File: config.mk
export PLATFORM = sky130hd
export DESIGN_NAME = fsm_ctx_sched_flat
export DESIGN_NICKNAME = d
export VERILOG_FILES = /design/src/rtl/fsm_ctx_sched_if.sv /design/src/rtl/fsm_ctx_sched.sv /design/src/flat_wrapper.sv
export SDC_FILE = /design/constraint.sdc
export NUM_CORES = 1
export LEC_CHECK = 0
export ABC_AREA = 1
export BUFFER_PORTS_ARGS = -buffer_cell sky130_fd_sc_hd__buf_2
export CAP_MARGIN = 20
export CORE_ASPECT_RATIO = 0.8
export CORE_MARGIN = 2
export CORE_UTILIZATION = 62
export DETAILED_ROUTE_END_ITERATION = 8
export PLACE_DENSITY_LB_ADDON = 0.08
export SYNTH_ARGS = -nofsm -noshare
export SYNTH_HDL_FRONTEND = slang
export SYNTH_SLANG_ARGS = --single-unit
File: constraint.sdc
create_clock -name clk -period 7.6 [get_ports clk]
set_input_delay 1.14 -clock clk [delete_from_list [all_inputs] [get_ports clk]]
set_output_delay 1.14 -clock clk [all_outputs]
set_load 0.05 [all_outputs]
File: src/rtl/fsm_ctx_sched_if.sv
// Handshake and result bundle for the time-shared A-E pattern engine.
// Channel-side request/clear flags plus the registered result and hit counter.
interface fsm_ctx_sched_if #(
  parameter int unsigned NCH = 4,
  parameter int unsigned CW  = 2,
  parameter int unsigned HCW = 16
);
  logic [NCH-1:0] req_valid;
  logic [NCH-1:0] req_x;
  logic [NCH-1:0] req_ready;
  logic [NCH-1:0] ch_clr;
  logic           out_valid;
  logic [CW-1:0]  out_ch;
  logic [2:0]     out_state;
  logic           out_y;
  logic [HCW-1:0] hit_cnt;

  modport master (
    output req_valid, req_x, ch_clr,
    input  req_ready, out_valid, out_ch, out_state, out_y, hit_cnt
  );

  modport slave (
    input  req_valid, req_x, ch_clr,
    output req_ready, out_valid, out_ch, out_state, out_y, hit_cnt
  );
endinterface

File: src/rtl/fsm_ctx_sched.sv
// One A-E next-state engine shared by NCH channels: per-channel context file,
// round-robin grant, one registered result per cycle and a saturating hit counter.
module fsm_ctx_sched #(
  parameter int unsigned NCH = 4,
  parameter int unsigned CW  = 2,
  parameter int unsigned HCW = 16
) (
  input logic            clk,
  input logic            reset,
  fsm_ctx_sched_if.slave bus
);

  typedef enum logic [2:0] {
    StA = 3'd0,
    StB = 3'd1,
    StC = 3'd2,
    StD = 3'd3,
    StE = 3'd4
  } state_e;

  logic [2:0]     ctx_q [NCH];
  logic [CW-1:0]  rr_q;
  logic [NCH-1:0] elig;
  logic [NCH-1:0] grant;
  logic           gnt_valid;
  logic [CW-1:0]  gnt_idx;
  logic [2:0]     cur_code;
  logic           cur_x;
  state_e         new_state;

  logic           out_valid_q;
  logic [CW-1:0]  out_ch_q;
  logic [2:0]     out_state_q;
  logic           out_y_q;
  logic [HCW-1:0] hit_q;

  assign elig = bus.req_valid & ~bus.ch_clr;

  // First eligible channel at or after rr, wrapping modulo NCH.
  always_comb begin
    int unsigned idx;
    grant     = '0;
    gnt_valid = 1'b0;
    gnt_idx   = '0;
    idx       = 0;
    for (int unsigned i = 0; i < NCH; i++) begin
      idx = (32'(rr_q) + i) % NCH;
      if (!gnt_valid && elig[idx]) begin
        gnt_valid  = 1'b1;
        gnt_idx    = CW'(idx);
        grant[idx] = 1'b1;
      end
    end
  end

  assign bus.req_ready = reset ? '0 : grant;

  // Next-state engine; codes 5..7 behave as A.
  always_comb begin
    cur_code  = ctx_q[gnt_idx];
    cur_x     = bus.req_x[gnt_idx];
    new_state = StA;
    case (cur_code)
      StA:     new_state = cur_x ? StC : StB;
      StB:     new_state = cur_x ? StD : StC;
      StC:     new_state = cur_x ? StC : StE;
      StD:     new_state = cur_x ? StE : StD;
      StE:     new_state = cur_x ? StD : StB;
      default: new_state = cur_x ? StC : StB;
    endcase
  end

  always_ff @(posedge clk) begin
    if (reset) begin
      for (int unsigned i = 0; i < NCH; i++) begin
        ctx_q[i] <= StA;
      end
      rr_q        <= '0;
      out_valid_q <= 1'b0;
      out_ch_q    <= '0;
      out_state_q <= '0;
      out_y_q     <= 1'b0;
      hit_q       <= '0;
    end else begin
      // Cleared channels are never granted, so these never hit the updated entry.
      for (int unsigned i = 0; i < NCH; i++) begin
        if (bus.ch_clr[i]) begin
          ctx_q[i] <= StA;
        end
      end
      out_valid_q <= gnt_valid;
      if (gnt_valid) begin
        ctx_q[gnt_idx] <= new_state;
        rr_q           <= (gnt_idx == CW'(NCH - 1)) ? '0 : gnt_idx + CW'(1);
        out_ch_q       <= gnt_idx;
        out_state_q    <= new_state;
        out_y_q        <= (new_state == StE);
        if ((new_state == StE) && (hit_q != '1)) begin
          hit_q <= hit_q + HCW'(1);
        end
      end
    end
  end

  assign bus.out_valid = out_valid_q;
  assign bus.out_ch    = out_ch_q;
  assign bus.out_state = out_state_q;
  assign bus.out_y     = out_y_q;
  assign bus.hit_cnt   = hit_q;

endmodule

File: src/flat_wrapper.sv
// flat-port wrapper written by rule: the top's interface ports become plain ports
module fsm_ctx_sched_flat 
#(
  parameter int unsigned NCH = 4,
  parameter int unsigned CW  = 2,
  parameter int unsigned HCW = 16
)
  (clk, reset, bus_req_valid, bus_req_x, bus_ch_clr, bus_req_ready, bus_out_valid, bus_out_ch, bus_out_state, bus_out_y, bus_hit_cnt);
  fsm_ctx_sched_if #(.NCH(NCH), .CW(CW), .HCW(HCW)) bus_i ();
  input logic clk;
  input logic reset;
  input wire logic [$bits(bus_i.req_valid)-1:0] bus_req_valid;
  input wire logic [$bits(bus_i.req_x)-1:0] bus_req_x;
  input wire logic [$bits(bus_i.ch_clr)-1:0] bus_ch_clr;
  output wire logic [$bits(bus_i.req_ready)-1:0] bus_req_ready;
  output wire logic [$bits(bus_i.out_valid)-1:0] bus_out_valid;
  output wire logic [$bits(bus_i.out_ch)-1:0] bus_out_ch;
  output wire logic [$bits(bus_i.out_state)-1:0] bus_out_state;
  output wire logic [$bits(bus_i.out_y)-1:0] bus_out_y;
  output wire logic [$bits(bus_i.hit_cnt)-1:0] bus_hit_cnt;
  assign bus_i.req_valid = bus_req_valid;
  assign bus_i.req_x = bus_req_x;
  assign bus_i.ch_clr = bus_ch_clr;
  assign bus_req_ready = bus_i.req_ready;
  assign bus_out_valid = bus_i.out_valid;
  assign bus_out_ch = bus_i.out_ch;
  assign bus_out_state = bus_i.out_state;
  assign bus_out_y = bus_i.out_y;
  assign bus_hit_cnt = bus_i.hit_cnt;
  fsm_ctx_sched #(.NCH(NCH), .CW(CW), .HCW(HCW)) u_core (.clk(clk), .reset(reset), .bus(bus_i));
endmodule
**After elaboration in Yosys (flattened, before gate mapping)**

Memories as Yosys holds them, arrays and structs flattened.
Index checks and enable logic that the tools add are counted.

- Memory bits (writable): 12
- Logic and storage cells: 108
- Output and inout bits: 27
- Register bits: 25
- Memories kept: 1

- Reductions and logical operators: 12
- Bitwise gates (word level): 9
- Eq/ne operators: 7
- Add/subtract/negate cells: 5
- Muxes and demuxes: 59
- Order comparisons: 9

Memories:

| name | words | width | rd ports | clocked after Yosys merged registers in | wr ports | RTL line | text |
|---|---|---|---|---|---|---|---|
| u_core.ctx_q | 4 | 3 | 1 | 0 | 5 | fsm_ctx_sched.sv:21 | `logic [2:0] ctx_q [NCH];` |

Operators with widths:

| kind | number |
|---|---|
| 1-bit 2-to-1 mux | 31 |
| 4-bit 2-to-1 mux | 5 |
| 3-bit 2-to-1 mux | 6 |
| 16-bit by 1-bit adder with 16-bit output, second input constant | 1 |
| 16-bit != test, second input constant | 1 |
| 2-bit by 3-bit less-than comparator with 1-bit output, second input constant | 5 |
| 2-bit 2-to-1 mux | 7 |
| 4-bit bitwise OR | 3 |
| 3-bit case mux with 4 select lines | 1 |
| 1-bit binary-select mux with 2-bit select | 5 |
| 1-bit demux with 2-bit select | 4 |
| 2-bit by 1-bit greater-or-equal comparator with 1-bit output, second input constant | 4 |
| 1-bit logical AND | 8 |
| 3-bit by 2-bit equality test with 1-bit output, second input constant | 2 |
| 3-bit equality test, second input constant | 2 |
| 2-bit by 1-bit adder with 2-bit output, second input constant | 2 |
| 2-bit adder, second input constant | 2 |
| 4-bit AND | 1 |
| 4-bit inverter | 1 |
| 1-bit bitwise OR | 4 |
| 3-bit by 1-bit equality test with 1-bit output, second input constant | 1 |
| 1-bit zero test | 3 |
| 2-bit equality test, second input constant | 1 |
| 2-bit AND reduction | 1 |

**Depth between registers and ports, before layout**

Gate-level depths: netlist (run 1).

- Word-level depth: 21
- Mapped depth: 22
- Depth with buffers taken out: 21

**Worst setup path after synthesis (run 1)**

No wires, ideal clock.

- Path type: input -> output
- Start: in bus_ch_clr[0]
- End: out bus_req_ready[0]
- Stages: 8
- Arrival time: 2.668 ns
- Slack: 3.792 ns
- Cells stage by stage: inv_1 -> nand3_1 -> nand3_2 -> nand2_4 -> nand2_1 -> nor2_1 -> a22oi_1 -> a31oi_1

- Word-level cells in the longest chain between the ends: 15
- Elaborated cells between the ends (all ways): 27

RTL lines:

| what | RTL line | text |
|---|---|---|
| start, declared | flat_wrapper.sv:14 | `input wire logic [$bits(bus_i.ch_clr)-1:0] bus_ch_clr;` |
| 4-bit inverter * | fsm_ctx_sched.sv:37 | `assign elig = bus.req_valid & ~bus.ch_clr;` |
| 4-bit AND * | fsm_ctx_sched.sv:37 |  |
| 1-bit binary-select mux with 2-bit select | fsm_ctx_sched.sv:48 | `if (!gnt_valid && elig[idx]) begin` |
| 1-bit 2-to-1 mux (not written as such) | fsm_ctx_sched.sv:48 |  |
| 1-bit 2-to-1 mux | fsm_ctx_sched.sv:48 |  |
| 1-bit zero test | fsm_ctx_sched.sv:48 |  |
| 1-bit logical AND | fsm_ctx_sched.sv:48 |  |
| 1-bit 2-to-1 mux | fsm_ctx_sched.sv:48 |  |
| 1-bit zero test | fsm_ctx_sched.sv:48 |  |
| 1-bit logical AND | fsm_ctx_sched.sv:48 |  |
| 1-bit 2-to-1 mux | fsm_ctx_sched.sv:48 |  |
| 1-bit zero test | fsm_ctx_sched.sv:48 |  |
| 1-bit logical AND | fsm_ctx_sched.sv:48 |  |
| 4-bit 2-to-1 mux * | fsm_ctx_sched.sv:48 |  |
| 4-bit 2-to-1 mux * | fsm_ctx_sched.sv:56 | `assign bus.req_ready = reset ? '0 : grant;` |
| end, declared | flat_wrapper.sv:15 | `output wire logic [$bits(bus_i.req_ready)-1:0] bus_req_ready;` |

Every way passes the cells marked *; elsewhere a longest branch is shown, timed or not. The select of a mux whose other input is x is not followed.

**Worst setup path in the final report (run 1)**

- Start: reg u_core.rr_q[0]
- End: out bus_req_ready[2]

- Word-level cells in the longest chain between the ends: 13
- Elaborated cells between the ends (all ways): 48

RTL lines:

| what | RTL line | text |
|---|---|---|
| start, declared | fsm_ctx_sched.sv:22 | `logic [CW-1:0] rr_q;` |
| start signal, assigned | fsm_ctx_sched.sv:94 | `rr_q <= (gnt_idx == CW'(NCH - 1)) ? '0 : gnt_idx + CW'(1);` |
| parallel branches: the longest is 11 deep, another holds 2-bit by 3-bit less-than comparator with 1-bit output | - |  |
| 4-bit 2-to-1 mux * | fsm_ctx_sched.sv:48 |  |
| 4-bit 2-to-1 mux * | fsm_ctx_sched.sv:56 |  |

Every way passes the cells marked *. The select of a mux whose other input is x is not followed.

==> flow_summary_export.csv, run 1 <==
group,metric,value,unit
sta,setup_viol,0,
synth,avgSynthCellArea,7.46,um2
synth,syn_nets,392,
clock_tree,cts_made_buffers,5,
drt,drc,0,
die,rows,21,
sta,slew_violations,0,
synth,yosys.area.top_type_share,0.184,
setup_path,crit_arrival,2.83,ns
clock_tree,postCtsHoldBufs,0,
placed_design,io_buffers,40,
setup_path,r2r_end,"u_core.ctx_q[0][0]",
setup_path,ff2ff_path_depth,18,
pwr,power.leakage,1.33,nW
synth,synth_top_cell_by_area,"dfxtp_1",
finish,drive_gt1_frac,0.214,
die,start_util,0.648,
synth,synth-seq-cells,37,
sta,max_freq,252,MHz
sta,period_share,0.523,
job,cap_violations,0,
clock_tree,cts_setup_buffers,0,
finish,diodes,0,
global_route,antenna_found_initial,0,
synth,synth-async-reset-ratio,0,
global_route,grt_pass1_vias,2322,
drt,ant_nets,0,
finish,final_cell_mix,"nand2_1 (81), buf_2 (40), inv_1 (36), nand3_1 (36), nor2_1 (35)",
clock_tree,cts.sinks,37,
synth,syn_inst,365,
setup_path,endpoint,"bus_req_ready[2]",
sta,clock_skew,0.00706,ns
sta,hold_viol_final,0,
die,die_y,63.3,um
synth,yosysSeqAreaShare,0.316,
drt,vias,2579,
sta,tightest_slew,0.632,ns
clock_tree,cts_max_level,2,
placed_design,dp_slack,3.93,ns
synth,synth_area,2720,um2
clock_tree,clockBufferDepth,2,
drt,first_pass_iters,5,
sta,slew_headroom,0.578,
clock_tree,clkLatencyLatePin,0.29,ns
drt,viasPerCell,5.62,
clock_tree,cts_tree,"yes",
pwr,power.density,496,nW/um2
setup_path,critical_path_class,"reg2out",
setup_path,r2r-start,"u_core.rr_q[0]",
die,die_w,78.1,um
die,coreArea,4200,um2
setup_path,endpoint_kind,"output port",
synth,synth_edf_count,12,
pwr,ir_drop,0.308,mV
sta,tns,0,ns
drt,drt_iter0_markers,258,
sta,grt_setup_unrepaired,"false",
finish,final_common_cell,"nand2_1",
synth,synthDistinctLibCells,33,
drt,wire_per_inst,13.7,um
setup_path,cp_max_fo,12,
finish,stdcell_area,3020,um2
global_route,grt_max_degree,28,
clock_tree,clk_pin_slew,0.07,ns
die,dieArea,4940,um2
pwr,combPwrFrac,0.693,
synth,synth_warnings,0,
clock_tree,clock-root-buffer,"clkbuf_8",
finish,nets,428,
setup_path,critPathRequiredTime,6.46,ns
synth,synth.area.top_cells,"dfxtp_1 (18%), edfxtp_1 (13%), nand2_1 (11%), nand3_1 (6.6%), ha_1 (6.0%)",
pwr,switching_power,850,uW
min_path,hp-class,"reg2reg",
global_route,grt_usage,0.279,
setup_path,crit_start,"u_core.rr_q[0]",
pwr,p_int,647,uW
pwr,seqPwrFrac,0.196,
die,io-pin-count,41,
global_route,grt_remaining_overflow,0,
placed_design,routabilityCongestion,0.884,
placed_design,postPlaceCellArea,2910,um2
clock_tree,cts_resized,0,
placed_design,dp_hpwl,4.75,mm
setup_path,rrSetupSlack,3.91,ns
pwr,switching_share,0.568,
sta,worst_slack,3.63,ns
synth,ys.flop_type,"dfxtp_1",
setup_path,start_kind,"flip-flop",
global_route,grt_pass1_wl,11.0,mm
sta,fin_crit,3.97,ns
finish,area_growth,10.8,%
drt,finalWirelength,6.30,mm
pwr,clockPowerShare,0.111,
status,outcome,"completed",
-- synthesized netlist by cell type (2+ instances only) --
cell type  number
nor4_1          2
dfxtp_1        25
o21ai_0         4
nand3_1        36
inv_1          36
nand2_1        81
inv_2           3
nand3_2        13
nand2_4         5
xnor2_1         3
nand4_4         2
nor2_1         35
ha_1           13
a31oi_1         3
buf_6           5
xor2_1          9
nand2_2        11
edfxtp_1       12
clkbuf_1        3
a21oi_1        21
nand4_1        20
buf_2           3
a22oi_1         4
nor3_1          7
-- worst min-delay path by stage --
stage	from	end	slack [ns]	cells past startpoint
final	u_core.bus.out_y	u_core.bus.out_y	0.47	2
after global routing	u_core.bus.out_y	u_core.bus.out_y	0.49	2
after CTS	u_core.bus.out_ch[0]	u_core.bus.out_ch[0]	0.47	2
after detailed placement	u_core.bus.out_ch[0]	u_core.bus.out_ch[0]	0.46	2
after global placement	u_core.bus.out_y	u_core.bus.out_y	0.45	2
after floorplan	u_core.rr_q[0]	u_core.rr_q[0]	0.68	3
-- critical path, cell delays in order, from the launching register on --
cell and delay, ns:
dfxtp_1 0.72, inv_6 0.13, ha_1 0.41, inv_1 0.13, nand3_2 0.15, nand2_4 0.15, nand2_1 0.07, nor2_1 0.21
a22oi_1 0.11, a31oi_1 0.16, buf_2 0.29
-- cell families after synthesis --
group                    Yosys count  synth area share
AO/OA/AOI/OAI                     36            0.0790
XOR/XNOR                          12            0.0386
adder cells (fa/ha/maj)           13            0.0597
buffers and inverters             52            0.0896
flip-flops                        37             0.316
AND/OR/NAND/NOR                  215             0.417
-- through the flow --
step                      power, mW  instances   util  hold WS [ns]
after detailed placement       1.32        451  0.693         0.459
after CTS                      1.49        459  0.718         0.470
final                          1.50        459  0.718         0.471
after global routing           1.63        459  0.718         0.489
after global placement         1.31        451  0.693         0.454
after floorplan                1.18        365      -         0.680
-- registers in the layout, indices dropped and copies added, names as in the netlist --
name and flops:
u_core.bus.out_valid 1, u_core.bus.out_ch 2, u_core.rr_q 2, u_core.bus.out_y 1, u_core.bus.out_state 3, u_core.bus.hit_cnt 16, u_core.ctx_q 12
-- per-layer routing --
| metal | wire [um] | GRT usage |
|---|---|---|
| met4 | 63 | 0.0768 |
| met3 | 381 | 0.0559 |
| met5 | 0 | 0 |
| met2 | 2620 | 0.403 |
| met1 | 3230 | 0.422 |
-- cell type report --
class                           count  area, um2
Inverter                           41        161
Multi-Input combinational cell    276       1620
Clock inverter                      2       33.8
Sequential cell                    37        861
Tap cell                           57       71.3
Clock buffer                        6       72.6
Fill cell                         361       1180
Timing Repair Buffer               40        200
-- power groups by stage --
stage	clock network [mW]	logic, mW	registers (mW)
global placement	0	1.01	0.297
CTS	0.169	1.03	0.294
floorplan	0	0.852	0.330
finish	0.166	1.04	0.294
global route	0.177	1.15	0.300
detailed placement	0	1.02	0.298
(Power assumes the default switching activity.)
==> run 2, diff against run 1 <==
--- a/config.mk
+++ b/config.mk
@@ -10,7 +10,7 @@
 export CAP_MARGIN = 20
 export CORE_ASPECT_RATIO = 0.8
 export CORE_MARGIN = 2
-export CORE_UTILIZATION = 62
+export CORE_UTILIZATION = 57
 export DETAILED_ROUTE_END_ITERATION = 8
 export PLACE_DENSITY_LB_ADDON = 0.08
 export SYNTH_ARGS = -nofsm -noshare
==> constraint.sdc (replaced) <==
create_clock -name clk -period 3.9 [get_ports clk]
set_input_delay 0.585 -clock clk [delete_from_list [all_inputs] [get_ports clk]]
set_output_delay 0.585 -clock clk [all_outputs]
set_load 0.05 [all_outputs]
==> flow_summary_export.csv, run 2 (same netlist as run 1, synthesis figures left out) <==
group,metric,value,unit
clock_tree,cts_resized,0,
global_route,grt_pass1_vias,2295,
clock_tree,clkLatencyLatePin,0.29,ns
sta,slew_violations,0,
clock_tree,cts.sinks,37,
global_route,grt_usage,0.268,
global_route,grt_pass1_wl,11.2,mm
clock_tree,clock-root-buffer,"clkbuf_8",
pwr,switching_power,1.72,mW
setup_path,r2r_end,"u_core.ctx_q[0][0]",
pwr,seqPwrFrac,0.192,
drt,first_pass_iters,5,
setup_path,cp_max_fo,12,
global_route,antenna_found_initial,0,
sta,hold_viol_final,0,
setup_path,critical_path_class,"reg2reg",
clock_tree,cts_setup_buffers,0,
finish,final_cell_mix,"nand2_1 (81), buf_2 (40), inv_1 (36), nand3_1 (36), nor2_1 (35)",
global_route,grt_remaining_overflow,0,
pwr,power.density,971,nW/um2
status,outcome,"completed",
sta,fin_crit,3.42,ns
pwr,combPwrFrac,0.716,
job,cap_violations,0,
sta,slew_headroom,0.598,
finish,finalNonFillerCells,464,
clock_tree,clk_pin_slew,0.08,ns
finish,final_common_cell,"nand2_1",
min_path,hp-class,"reg2reg",
placed_design,dp_hpwl,5.02,mm
sta,tns,0,ns
sta,max_freq,293,MHz
die,start_util,0.593,
die,rows,22,
global_route,top_usage_layer,"met1",
pwr,ir_drop,0.584,mV
drt,finalWirelength,6.59,mm
setup_path,endpoint_kind,"flip-flop",
finish,diodes,0,
setup_path,rrSetupSlack,0.48,ns
clock_tree,cts_made_buffers,5,
placed_design,io_buffers,40,
clock_tree,cts_max_level,2,
sta,setup_viol,0,
finish,nets,430,
finish,drive_gt1_frac,0.223,
setup_path,start_kind,"flip-flop",
placed_design,routabilityCongestion,0.962,
setup_path,ff2ff_path_depth,18,
global_route,grt_use_met2,0.392,
pwr,power.leakage,1.33,nW
global_route,grtUsageMet1,0.409,
die,dieArea,5350,um2
sta,clock_skew,0.00564,ns
drt,drt_iter0_markers,206,
die,io-pin-count,41,
finish,area_growth,10.8,%
pwr,p_int,1.21,mW
sta,grt_setup_unrepaired,"false",
drt,ant_nets,0,
clock_tree,cts_tree,"yes",
clock_tree,postCtsHoldBufs,0,
drt,viasPerCell,5.59,
sta,period_share,0.876,
setup_path,crit_arrival,3.45,ns
placed_design,placed_cells,456,
min_path,worstHoldStart,"u_core.bus.out_state[2]",
die,die_w,81.3,um
die,die_y,65.8,um
die,coreArea,4600,um2
setup_path,critPathRequiredTime,3.93,ns
global_route,grt_max_degree,26,
global_route,grt.met3_usage,0.0505,
min_path,hold_depth,2,
min_path,min_to,"u_core.bus.out_state[2]",
finish,largest_reg_flops,16,
sta,tightest_slew,0.601,ns
pwr,clockPowerShare,0.092,
drt,drc,0,
setup_path,r2r-start,"u_core.rr_q[1]",
drt,vias,2593,
drt,wire_per_inst,14.2,um
clock_tree,clockBufferDepth,2,
pwr,switching_share,0.587,
==> run 2: changes by cell type in the layout (fill, tap and decap cells not counted), sizes merged <==
cell / delta
buf: +2
clkinv: +1
clkbuf: -1
clkinvlp: +1
bufinv: -1
==> run 2: how the worst max path moves through the flow <==
| stage | end | from |
|---|---|---|
| after floorplan | bus_req_ready[0] | u_core.rr_q[1] |
| after global placement | u_core.bus.hit_cnt[2] | u_core.rr_q[1] |
| after detailed placement | u_core.ctx_q[0][0] | u_core.rr_q[1] |
| after CTS | u_core.ctx_q[0][0] | u_core.rr_q[1] |
| after global routing | u_core.bus.hit_cnt[2] | u_core.rr_q[1] |
| final | u_core.ctx_q[0][0] | u_core.rr_q[1] |
==> run 2: metrics by stage <==
| stage | utilization | hold WS, ns | setup slack (ns) | cell area, um2 | power, mW |
|---|---|---|---|---|---|
| floorplan | - | 0.680 | 0.792 | 2720 | 2.30 |
| global placement | 0.638 | 0.457 | 0.725 | 2930 | 2.60 |
| global route | 0.657 | 0.505 | 0.133 | 3020 | 3.17 |
| detailed placement | 0.638 | 0.457 | 0.529 | 2930 | 2.64 |
| finish | 0.657 | 0.472 | 0.484 | 3020 | 2.93 |
| CTS | 0.657 | 0.471 | 0.522 | 3020 | 2.91 |
==> run 2: cell type report <==
class / count / area (um2)
Tap cell: 60 / 75.1
Fill cell: 434 / 1580
Clock buffer: 5 / 68.8
Multi-Input combinational cell: 276 / 1620
Clock inverter: 3 / 17.5
Timing Repair Buffer: 42 / 215
Sequential cell: 37 / 861
Inverter: 41 / 161
==> run 2: power by group through the flow <==
stage / logic, mW / registers (mW) / clock network (mW)
final: 2.10 / 0.563 / 0.268
after global routing: 2.31 / 0.572 / 0.292
after CTS: 2.08 / 0.563 / 0.271
after detailed placement: 2.07 / 0.571 / 0
after global placement: 2.03 / 0.570 / 0
after floorplan: 1.66 / 0.642 / 0
==> run 2: worst max-delay path: stages (launching register included) <==
cell and delay [ns]:
dfxtp_1 0.49, inv_1 0.24, ha_1 0.42, inv_1 0.13
nand3_2 0.16, nand2_4 0.16, nand3_1 0.11, nand3_1 0.14
nand3_2 0.27, nand2_1 0.14, nand2_1 0.06, nand2_1 0.06
nand2_2 0.11, inv_2 0.08, nand2_1 0.05, nand2_1 0.05
nand2_1 0.06, a21boi_1 0.33, nor2_1 0.10
==> run 2: metal layers <==
metal	vias to the layer above	part of all wire
met4	0	0.0064
li1	1297	-
met1	1181	0.51
met5	-	0
met3	7	0.061
met2	108	0.42
